<file path="src/rtl/player_hit_gen_pkg.sv">
// Shared game package: hit-generator FSM encoding, obstacle colour and HP-controller constants.
// Also holds the hitbox span test used for the collision check.
package player_hit_gen_pkg;

  typedef enum logic [1:0] {
    ST_IDLE     = 2'd0,
    ST_ARMED    = 2'd1,
    ST_HIT      = 2'd2,
    ST_COOLDOWN = 2'd3
  } hit_state_t;

  localparam logic [11:0] OBSTACLE_COLOR_DEF = 12'hf00;

  localparam int HP_MAX   = 3;
  localparam int HP_WIDTH = 2;

  // 13-bit sum so a hitbox running past 4095 never wraps to low coordinates
  function automatic logic in_span(input logic [11:0] pos, input logic [11:0] lo,
                                   input logic [12:0] size);
    logic [12:0] hi;
    hi = {1'b0, lo} + size;
    return ({1'b0, pos} >= {1'b0, lo}) && ({1'b0, pos} < hi);
  endfunction

endpackage

</file>
<file path="src/rtl/player_hit_gen_frame_edge.sv">
// Rising-edge detector on vblnk; the edge flag is valid on the first blanking cycle.
module frame_edge_det (
  input  logic pclk,
  input  logic rst,
  input  logic vblnk,
  output logic frame_edge
);

  logic vblnk_prev;

  always_ff @(posedge pclk or negedge rst) begin
    if (!rst) vblnk_prev <= 1'b0;
    else      vblnk_prev <= vblnk;
  end

  assign frame_edge = vblnk & ~vblnk_prev;

endmodule

</file>
<file path="src/rtl/player_hit_gen.sv">
// Player/obstacle collision detector: one damage pulse per colliding frame, then a
// frame-counted invulnerability window. VGA timing and colour pass through one register.
//
// state    | meaning
// IDLE     | no game running, waiting for game_on
// ARMED    | collecting collisions, pulse on the next frame edge if any
// HIT      | single-cycle player_hit pulse
// COOLDOWN | invulnerable, counting down frame edges
module player_hit_gen
  import player_hit_gen_pkg::*;
#(
  parameter int          PLAYER_SIZE    = 20,
  parameter logic [11:0] OBSTACLE_COLOR = OBSTACLE_COLOR_DEF,
  parameter int          INVULN_FRAMES  = 60
) (
  input  logic        pclk,
  input  logic        rst,
  input  logic [11:0] hcount_in,
  input  logic [11:0] vcount_in,
  input  logic        hsync_in,
  input  logic        vsync_in,
  input  logic        hblnk_in,
  input  logic        vblnk_in,
  input  logic [11:0] rgb_in,
  input  logic [11:0] player_x,
  input  logic [11:0] player_y,
  input  logic        game_on,
  input  logic        game_over,
  output logic [11:0] hcount_out,
  output logic [11:0] vcount_out,
  output logic        hsync_out,
  output logic        vsync_out,
  output logic        hblnk_out,
  output logic        vblnk_out,
  output logic [11:0] rgb_out,
  output logic        player_hit,
  output logic        invuln
);

  localparam logic [12:0] SIZE13     = 13'(PLAYER_SIZE);
  localparam logic [7:0]  INVULN_CNT = 8'(INVULN_FRAMES);

  hit_state_t state, state_nx;
  logic [7:0] cnt, cnt_nx;
  logic       collide, collide_nx;
  logic       frame_edge;
  logic       pix_hit;

  frame_edge_det u_edge (
    .pclk       (pclk),
    .rst        (rst),
    .vblnk      (vblnk_in),
    .frame_edge (frame_edge)
  );

  assign pix_hit = !hblnk_in && !vblnk_in && (rgb_in == OBSTACLE_COLOR) &&
                   in_span(hcount_in, player_x, SIZE13) &&
                   in_span(vcount_in, player_y, SIZE13);

  always_comb begin
    state_nx   = state;
    cnt_nx     = cnt;
    collide_nx = collide | pix_hit;
    if (!game_on || game_over) begin
      state_nx   = ST_IDLE;
      cnt_nx     = '0;
      collide_nx = 1'b0;
    end else begin
      if (frame_edge) collide_nx = 1'b0;
      case (state)
        ST_IDLE:  state_nx = ST_ARMED;
        ST_ARMED: if (frame_edge && collide) state_nx = ST_HIT;
        ST_HIT: begin
          state_nx = ST_COOLDOWN;
          cnt_nx   = INVULN_CNT;
        end
        ST_COOLDOWN: begin
          // the frame ending at the final edge is still invulnerable: its collide is dropped
          if (frame_edge) begin
            if (cnt <= 8'd1) begin
              cnt_nx   = '0;
              state_nx = ST_ARMED;
            end else begin
              cnt_nx = cnt - 8'd1;
            end
          end
        end
        default: state_nx = ST_IDLE;
      endcase
    end
  end

  always_ff @(posedge pclk or negedge rst) begin
    if (!rst) begin
      state      <= ST_IDLE;
      cnt        <= '0;
      collide    <= 1'b0;
      hcount_out <= '0;
      vcount_out <= '0;
      hsync_out  <= 1'b0;
      vsync_out  <= 1'b0;
      hblnk_out  <= 1'b0;
      vblnk_out  <= 1'b0;
      rgb_out    <= '0;
    end else begin
      state      <= state_nx;
      cnt        <= cnt_nx;
      collide    <= collide_nx;
      hcount_out <= hcount_in;
      vcount_out <= vcount_in;
      hsync_out  <= hsync_in;
      vsync_out  <= vsync_in;
      hblnk_out  <= hblnk_in;
      vblnk_out  <= vblnk_in;
      rgb_out    <= rgb_in;
    end
  end

  assign player_hit = (state == ST_HIT);
  assign invuln     = (state == ST_COOLDOWN);

endmodule

</file>
<file path="config.mk">
export PLATFORM = sky130hd
export DESIGN_NAME = player_hit_gen
export DESIGN_NICKNAME = d
export VERILOG_FILES = /design/src/rtl/player_hit_gen_pkg.sv /design/src/rtl/player_hit_gen_frame_edge.sv /design/src/rtl/player_hit_gen.sv
export SDC_FILE = /design/constraint.sdc
export NUM_CORES = 1
export LEC_CHECK = 0
export CORE_MARGIN = 3
export CORE_UTILIZATION = 45
export CTS_BUF_LIST = sky130_fd_sc_hd__clkbuf_4 sky130_fd_sc_hd__clkbuf_8
export CTS_CLUSTER_SIZE = 24
export DETAILED_ROUTE_END_ITERATION = 10
export DONT_BUFFER_PORTS = 1
export GPL_TIMING_DRIVEN = 0
export PLACE_DENSITY = 0.61
export SETUP_SLACK_MARGIN = 0.1
export SLEW_MARGIN = 10
export SYNTH_ARGS = -nofsm -noshare
export SYNTH_HDL_FRONTEND = slang
export SYNTH_SLANG_ARGS = --single-unit
</file>
<file path="constraint.sdc">
create_clock -name pclk -period 1.8 [get_ports pclk]
set_input_delay 0.27 -clock pclk [delete_from_list [all_inputs] [get_ports pclk]]
set_output_delay 0.27 -clock pclk [all_outputs]
set_load 0.03 [all_outputs]
</file>
==> impl_metrics.yaml, run 1 <==
floorplanning:
  start_util: 0.473
  fp.dieArea_mm2: 0.00786
  fp.dieH_um: 88.7
  die_w_um: 88.7
  coreArea_mm2: 0.00649
  rows: 29
  ios: 110
cts:
  clk_pin_slew_worst_paths_ns: 0.09
  numCtsBuffers: 5
  cts_tree: "built"
  htree_levels: 2
  clock_path_buffers: 2
  cts_num_sinks: 51
  cts_root_buf: "clkbuf_8"
  clock_latency_ns: 0.30
pwr:
  p_leak_nw: 1.86
  vdd_drop_max_uv: 407
  power_mw: 2.83
  p_per_area_mw_per_mm2: 708
critical_path:
  r2r_end: "cnt[7]"
  worstRegToRegCells: 8
  crit_required_ns: 2.02
  critPathMaxFanout: 4
  cp-start-kind: "input port"
  rr_startpoint: "state[1]"
  crit_type: "in2reg"
  r2r_setup_slack_ns: 0.17
  cp.arrival_ns: 1.95
  worst_setup_path_end_kind: "flop"
timing:
  worstMarginPinSlew_ns: 0.329
  hold_viol: 0
  period_minus_slack_ns: 1.73
  fin_setup_tns_ns: 0
  fmax_mhz: 578
  rsz0062_at_grt: "true"
  setup_violations: 0
  worst_slack_ns: 0.0701
  fin_worst_skew_ns: 0.00569
  relSlewSlack: 0.778
  slew_viol_final: 0
  worst_hold_slack_ns: 0.266
  fin_crit_sh: 0.961
layout:
  multiInputGateArea_mm2: 0.00182
  diodes: 0
  fillers: 522
  fin_nets: 474
  regArea_mm2: 0.00128
  drive_gt1_frac: 0.146
  layout-area-overhead-vs-synth_pct: 30.0
job:
  maxCapViolCount: 0
global_routing:
  grt_remaining_overflow: 0
  grt_pass1_wl_mm: 11.5
  grt_usage: 0.188
  grt_start_max_net_pins: 52
  antenna_found_initial: 0
  grt_pass1_vias: 2393
min_path:
  min_delay_path_depth: 3
  hold_start: "game_over"
  worstHoldEndpoint: "collide"
  min_path_type: "in2reg"
detailed_routing:
  avgViaCountPerCell: 5.46
  antenna_left: 0
  via_count: 2357
  drt_iter0_drc: 35
  routed_wl_mm: 7.23
  drc: 0
  wl_per_cell_um: 16.7
  first_pass_iters: 4
logic_synthesis:
  yosys_warnings: 0
  netlist_area_mm2: 0.00307
  synth_cells: 294
  synth_top_flop_cell: "dfrtp_1"
  synthesis.nets: 414
  yosysSeqAreaShare: 0.415
  synth-async-reset-ratio: 1.00
  ys_types: 44
  synth_edf_count: 0
  postSynthAreaPerCell_um2: 10.5
  synth_seq_cells: 51
place:
  dp_hpwl_mm: 5.26
  place_ws_ns: -0.356
  port_buffers: 0
  gp_congestion: 0.792
run_status:
  status: "finished clean"
-- metrics by stage --
step / area (µm²) / util / instances
after global placement: 3230 / 0.498 / 371
after CTS: 3890 / 0.599 / 426
after floorplan: 3140 / - / 294
final: 4000 / 0.615 / 432
after detailed placement: 3230 / 0.498 / 371
after global routing: 4000 / 0.615 / 432
-- flip-flops by register name, summed over array words and instances (netlist names) --
signal,flops
cnt,8
collide,1
hblnk_out,1
hcount_out,12
hsync_out,1
rgb_out,12
state,2
u_edge.vblnk_prev,1
vcount_out,12
vsync_out,1
-- final cells by class --
type                    instances  area share
multi-input cells             209       0.454
flip-flops and latches         51       0.321
repair buffers                 53       0.131
inverters                      33      0.0316
well taps                      77      0.0241
clock buffers                   5      0.0172
clock inverters                 3      0.0169
plain buffers                   1     0.00376
-- layout by cell type (no fill, tap or decap), drive strengths merged, types with 2 or more instances in the layout --
cell type	instances
buf	12
a22o	2
o211ai	2
nor2b	5
nand3	6
xnor2	16
nor4b	2
o22ai	2
nor3	8
clkbuf	5
o2111ai	5
a21oi	17
a211o	3
o31ai	3
a21o	11
ha	52
nand2b	4
a31oi	2
inv	33
nor4	2
xor2	2
dfrtp	51
nand4	5
o21ai	16
bufinv	2
dlygate4sd3	41
and3	2
nand2	21
nor2	11
-- timing repair --
action                                 4_1_cts  5_1_grt
setup endpoints to repair                   10       10
endpoints found under the hold margin       91        0
buffers inserted                             5        6
pin swaps                                    7        7
resized for setup                            9       16
hold buffers                                42        0
-- critical path, cell delays in order --
cell and delay, ns:
ha_4 0.15, o21ai_1 0.16, xnor2_1 0.14, ha_1 0.27, a21o_1 0.16, a21o_1 0.17, a21oi_1 0.15, o2111ai_1 0.12
a211o_1 0.25, o21ai_1 0.12
-- cell families after synthesis --
kind of cell | Yosys count | share of synthesized area
AOI/OAI and AO/OA | 68 | 0.151
xor gates and xnor gates | 18 | 0.0513
adders and majority gates | 52 | 0.212
buffers and inverters | 34 | 0.0440
DFF | 51 | 0.415
and+or+nand+nor | 71 | 0.127
-- how the worst max path moves through the flow --
| stage | start | endpoint | slack [ns] |
|---|---|---|---|
| finish | player_y[2] | collide | 0.07 |
| global route | player_y[2] | collide | -0.06 |
| CTS | player_x[2] | collide | 0.06 |
| detailed placement | player_x[5] | collide | -0.36 |
| global placement | player_x[5] | collide | -0.35 |
| floorplan | player_y[2] | collide | -0.14 |
-- Yosys cell counts, drive strengths merged, types with 6 or more instances --
| cell | instances | area, µm² |
|---|---|---|
| a21o | 11 | 82.6 |
| a21oi | 17 | 85.1 |
| dfrtp | 51 | 1280 |
| ha | 52 | 651 |
| inv | 33 | 124 |
| nand2 | 21 | 78.8 |
| nand3 | 6 | 30.0 |
| nor2 | 11 | 43.8 |
| nor3 | 8 | 50.1 |
| o21ai | 16 | 80.1 |
| xnor2 | 16 | 140 |
-- per-layer routing --
layer	part of all wire	routed length (µm)	track usage
met1	0.43	3120	0.233
met2	0.49	3570	0.327
met3	0.064	465	0.0493
met4	0.0093	67	0.0371
met5	0	0	0
-- where the power goes --
group / switching, mW / leakage, nW / internal, mW
Sequential: 0.136 / 0.608 / 1.20
Combinational: 0.263 / 1.18 / 0.287
Clock: 0.385 / 0.0644 / 0.554
Total: 0.783 / 1.86 / 2.05
No activity file was read; power rests on OpenSTA's default activity.
==> run 2: changes to the inputs <==
Settings changed: CORE_UTILIZATION 45 to 60, PLACE_DENSITY 0.61 to 0.77.
==> run 2 against run 1 <==
Against the previous run: setup slack got worse by 0.030 ns; non-clock buffer count is 1 lower; die area shrank 23%; first-iteration DRC count rose to 3.2 times the previous value; clock power fell by 26%; global-route usage up 6.1 points.
==> impl_metrics.yaml, run 2 (same netlist as run 1, synthesis figures left out) <==
place:
  port_buffers: 0
  gp_congestion: 0.877
  place_ws_ns: -0.367
  dp_hpwl_mm: 5.10
floorplanning:
  fp.dieArea_mm2: 0.00602
  die_w_um: 77.6
  start_util: 0.634
  rows: 25
  fp.dieH_um: 77.6
  coreArea_mm2: 0.00485
  ios: 110
critical_path:
  critPathMaxFanout: 4
  cp_cell_sequence: "ha_4 -> o2111ai_4 -> nor3_4 -> xnor2_2 -> ha_1 -> a21oi_2 -> nor2b_1 -> o22ai_1 -> o2111ai_1 -> a211o_1 -> o21ai_1"
  rr_startpoint: "state[1]"
  cp-startpoint: "player_y[2]"
  crit_type: "in2reg"
  r2r_setup_slack_ns: 0.11
  max_stage_delay_ns: 0.31
  crit_family: "compound AO/OA/AOI/OAI gates"
  cp.buffers_inverters: 0
  cp.arrival_ns: 1.99
  crit_required_ns: 2.03
  slowest_stage: "ha_1"
  cp-start-kind: "input port"
  worst_setup_path_end_kind: "flop"
global_routing:
  grt_start_max_net_pins: 52
  grt_pass1_wl_mm: 11.8
  grt_usage: 0.249
  antenna_found_initial: 0
  grt_pass1_vias: 2478
  grt_remaining_overflow: 0
timing:
  rsz0062_at_grt: "true"
  worst_hold_slack_ns: 0.212
  setup_violations: 0
  fin_worst_skew_ns: 0.00797
  period_minus_slack_ns: 1.76
  fmax_mhz: 568
  worstMarginPinSlew_ns: 0.402
  worst_slack_ns: 0.0401
  hold_viol: 0
  slew_viol_final: 0
  relSlewSlack: 0.730
  fin_crit_sh: 0.978
layout:
  drive_gt1_frac: 0.147
  reg_top3: "hcount_out (12), rgb_out (12), vcount_out (12)"
  regArea_mm2: 0.00128
  diodes: 0
  fin_nets: 473
  final_cell_mix: "dfrtp_1, ha_1, dlygate4sd3_1"
  layout-area-overhead-vs-synth_pct: 28.9
  multiInputGateArea_mm2: 0.00185
  final_common_cell: "dfrtp_1"
  fillers: 281
pwr:
  p_per_area_mw_per_mm2: 659
  p_switching_mw: 0.830
  intPower_mw: 1.78
  p_seq_frac: 0.514
  p_comb_frac: 0.218
  p_leak_nw: 1.83
  vdd_drop_max_uv: 533
  p_sw_frac: 0.318
  clockPowerShare: 0.268
min_path:
  hold_start: "game_over"
  min_path_type: "in2reg"
cts:
  clock_latency_ns: 0.30
  clock_path_buffers: 2
  cts_root_buf: "clkbuf_8"
  clk_pin_slew_worst_paths_ns: 0.10
  htree_levels: 2
  numCtsBuffers: 5
  cts_tree: "built"
  cts_num_sinks: 51
detailed_routing:
  wl_per_cell_um: 18.0
  routed_wl_mm: 7.60
  avgViaCountPerCell: 5.82
  drc: 0
  antenna_left: 0
  first_pass_iters: 4
  via_count: 2449
  drt_iter0_drc: 112
run_status:
  status: "finished clean"
job:
  maxCapViolCount: 0
## run 2: tightest hold or removal path, delay by kind of cell
kind,cells,cell delay (ns)
AOI/OAI and AO/OA,1,0.07
and+or+nand+nor,2,0.15
## run 2: power groups by stage
stage          Clock (mW)  Combinational, mW  Sequential, mW
6_report            0.699              0.569            1.34
5_1_grt             0.759              0.640            1.35
4_1_cts             0.702              0.527            1.34
3_5_place_dp            0              0.403            1.36
3_3_place_gp            0              0.388            1.36
2_1_floorplan           0              0.330            1.35
## run 2: layout make-up
class / instances / share of cell area
multi-input combinational: 209 / 0.466
tap: 67 / 0.0212
clock buffer: 5 / 0.0174
clock inverter: 3 / 0.00663
sequential: 51 / 0.323
buffer: 1 / 0.00379
timing repair buffer: 52 / 0.130
inverter: 33 / 0.0319
## run 2: worst paths after layout
path | cells past startpoint | endpoint
worst max-delay path | 11 | collide
worst min-delay path | 3 | collide
worst max register to register | 8 | cnt[7]
worst min register to register | 1 | cnt[0]
max in group asynchronous | 2 | cnt[0]
min in group asynchronous | 2 | vsync_out
## run 2: repair_timing
action                     4_1_cts  5_1_grt
buffers inserted                 5        5
resized for setup                9       20
setup endpoints to repair        8       11
hold endpoints to repair        91        0
hold buffers                    42        0
pin swaps                        5        9
## run 2: metrics by stage
step	utilization	std cells	setup TNS [ns]	instance area, µm²	power [mW]
floorplan	-	294	-0.143	3140	1.68
global placement	0.664	361	-0.343	3220	1.75
detailed placement	0.664	361	-0.406	3220	1.76
CTS	0.792	416	0	3840	2.57
global route	0.817	421	-0.0867	3960	2.75
finish	0.817	421	0	3960	2.61
## run 2: layer usage
| layer | GRT usage | wire, µm | share of wire |
|---|---|---|---|
| met4 | 0.0747 | 144 | 0.019 |
| met3 | 0.0766 | 600 | 0.079 |
| met5 | 0 | 0 | 0 |
| met2 | 0.417 | 3890 | 0.51 |
| met1 | 0.307 | 2960 | 0.39 |
==> run 3: changes to the inputs <==
Settings changed: PLACE_DENSITY 0.77 to 0.85, SETUP_SLACK_MARGIN 0.1 to 0.3.
==> run 3 against run 2 <==
Against the previous run: the run now ends with negative setup slack left; die area did not move; sequential share of layout area fell by 1.1 points; via count rose by 8.0%; critical endpoint unchanged; final cell count rose by 1.7%; sequential power barely moved; critical path type unchanged; first-iteration DRC count rose by 13%; critical path depth did not move.
==> impl_metrics.yaml, run 3 (same netlist as run 1, synthesis figures left out) <==
timing:
  slew_viol_final: 0
  rsz0062_at_grt: "true"
  worst_slack_ns: -0.0186
  worst_hold_slack_ns: 0.231
  fmax_mhz: 550
  period_minus_slack_ns: 1.82
  worstMarginPinSlew_ns: 0.456
  fin_crit_sh: 1.01
  relSlewSlack: 0.695
  fin_worst_skew_ns: 0.00455
  setup_violations: 1
  hold_viol: 0
pwr:
  vdd_drop_max_uv: 472
  power_mw: 2.78
  p_per_area_mw_per_mm2: 677
  p_leak_nw: 1.89
detailed_routing:
  drt_iter0_drc: 127
  routed_wl_mm: 9.18
  route.top_layer_used: "met4"
  avgViaCountPerCell: 6.18
  antenna_left: 0
  wl_per_cell_um: 21.4
  wl_met1_mm: 3.14
  dr_wl_met3_um: 562
  drc: 0
  via_count: 2645
  wl_met2_mm: 5.19
  first_pass_iters: 4
floorplanning:
  coreArea_mm2: 0.00485
  ios: 110
  fp.dieArea_mm2: 0.00602
  die_w_um: 77.6
  start_util: 0.634
  rows: 25
  fp.dieH_um: 77.6
cts:
  cts_num_sinks: 51
  clk_pin_slew_worst_paths_ns: 0.09
  clock_latency_ns: 0.30
  htree_levels: 2
  cts_tree: "built"
  clock_path_buffers: 2
  numCtsBuffers: 5
  cts_root_buf: "clkbuf_8"
critical_path:
  crit_type: "in2reg"
  worstRegToRegCells: 8
  cp-start-kind: "input port"
  worst_setup_path_end_kind: "flop"
  cp.arrival_ns: 2.05
  r2r_setup_slack_ns: 0.02
  slowest_stage: "ha_1"
  max_stage_delay_ns: 0.28
  critPathMaxFanout: 4
  crit_required_ns: 2.03
  cp_cell_sequence: "ha_4 -> o2111ai_4 -> nor3_2 -> xnor2_1 -> ha_1 -> a21oi_1 -> nor2b_1 -> o22ai_1 -> o2111ai_1 -> a211o_1 -> o21ai_1"
global_routing:
  grt_remaining_overflow: 0
  grt_pass1_wl_mm: 13.5
  antenna_found_initial: 0
  grt_start_max_net_pins: 52
  grt_pass1_vias: 2743
  grt_usage: 0.285
min_path:
  min_delay_path_depth: 3
  min_path_type: "in2reg"
layout:
  fillers: 240
  final_common_cell: "dfrtp_1"
  stdcell_count: 428
  drive_gt1_frac: 0.202
  fin_util: 0.848
  stdcell_area_mm2: 0.00411
  diodes: 0
  layout-area-overhead-vs-synth_pct: 33.8
  reg_top3: "hcount_out (12), rgb_out (12), vcount_out (12)"
  final_cell_mix: "dfrtp_1, ha_1, dlygate4sd3_1"
  fin_nets: 480
place:
  placed_cells: 361
  gp_congestion: 0.881
  dpl_cell_area_mm2: 0.00325
  port_buffers: 0
  dp_hpwl_mm: 5.55
run_status:
  status: "complete, but fails checks"
  violations: "negative setup slack"
job:
  maxCapViolCount: 0
## run 3: critical path, delay by kind of cell
family                   cells  cell delay [ns]
AO/OA/AOI/OAI                6             1.00
adder cells (fa/ha/maj)      2             0.44
AND/OR/NAND/NOR              2             0.13
XOR/XNOR                     1             0.20
## run 3: through the flow
step	setup TNS, ns	worst slack, ns
6_report	-0.0186	-0.0186
5_1_grt	-0.132	-0.101
4_1_cts	0	0.0264
3_5_place_dp	-0.422	-0.422
3_3_place_gp	-0.394	-0.394
2_1_floorplan	-0.143	-0.143
## run 3: path summary, 6_finish.rpt
kind	from	end
max	player_x[2]	collide
min	game_over	cnt[1]
max reg2reg	state[1]	cnt[7]
min reg2reg	collide	collide
max in group asynchronous	rst	state[1]
min in group asynchronous	rst	rgb_out[0]
## run 3: cell type report
| type | instances | area (µm²) | area share |
|---|---|---|---|
| well taps | 67 | 83.8 | 0.0204 |
| clock buffers | 5 | 68.8 | 0.0167 |
| clock inverters | 3 | 43.8 | 0.0106 |
| repair buffers | 59 | 588 | 0.143 |
| flip-flops and latches | 51 | 1280 | 0.312 |
| multi-input cells | 209 | 1910 | 0.464 |
| plain buffers | 1 | 15.0 | 0.00365 |
| inverters | 33 | 124 | 0.0301 |
## run 3: routing by layer
| metal | GRT usage | up-vias |
|---|---|---|
| met5 | 0 | - |
| met1 | 0.303 | 1296 |
| met2 | 0.545 | 138 |
| met3 | 0.0626 | 30 |
| met4 | 0.0979 | 0 |
| li1 | - | 1181 |
## run 3: where the power goes
group	internal [mW]	switching [mW]	total, mW
Combinational	0.325	0.325	0.650
Clock	0.414	0.372	0.786
Sequential	1.20	0.143	1.35
## run 3: repair_timing
action,CTS,global route
endpoints found under the setup margin,11,11
hold buffers,42,0
buffers inserted,10,7
pin swaps,11,14
gates resized for setup,17,32
endpoints found under the hold margin,91,0
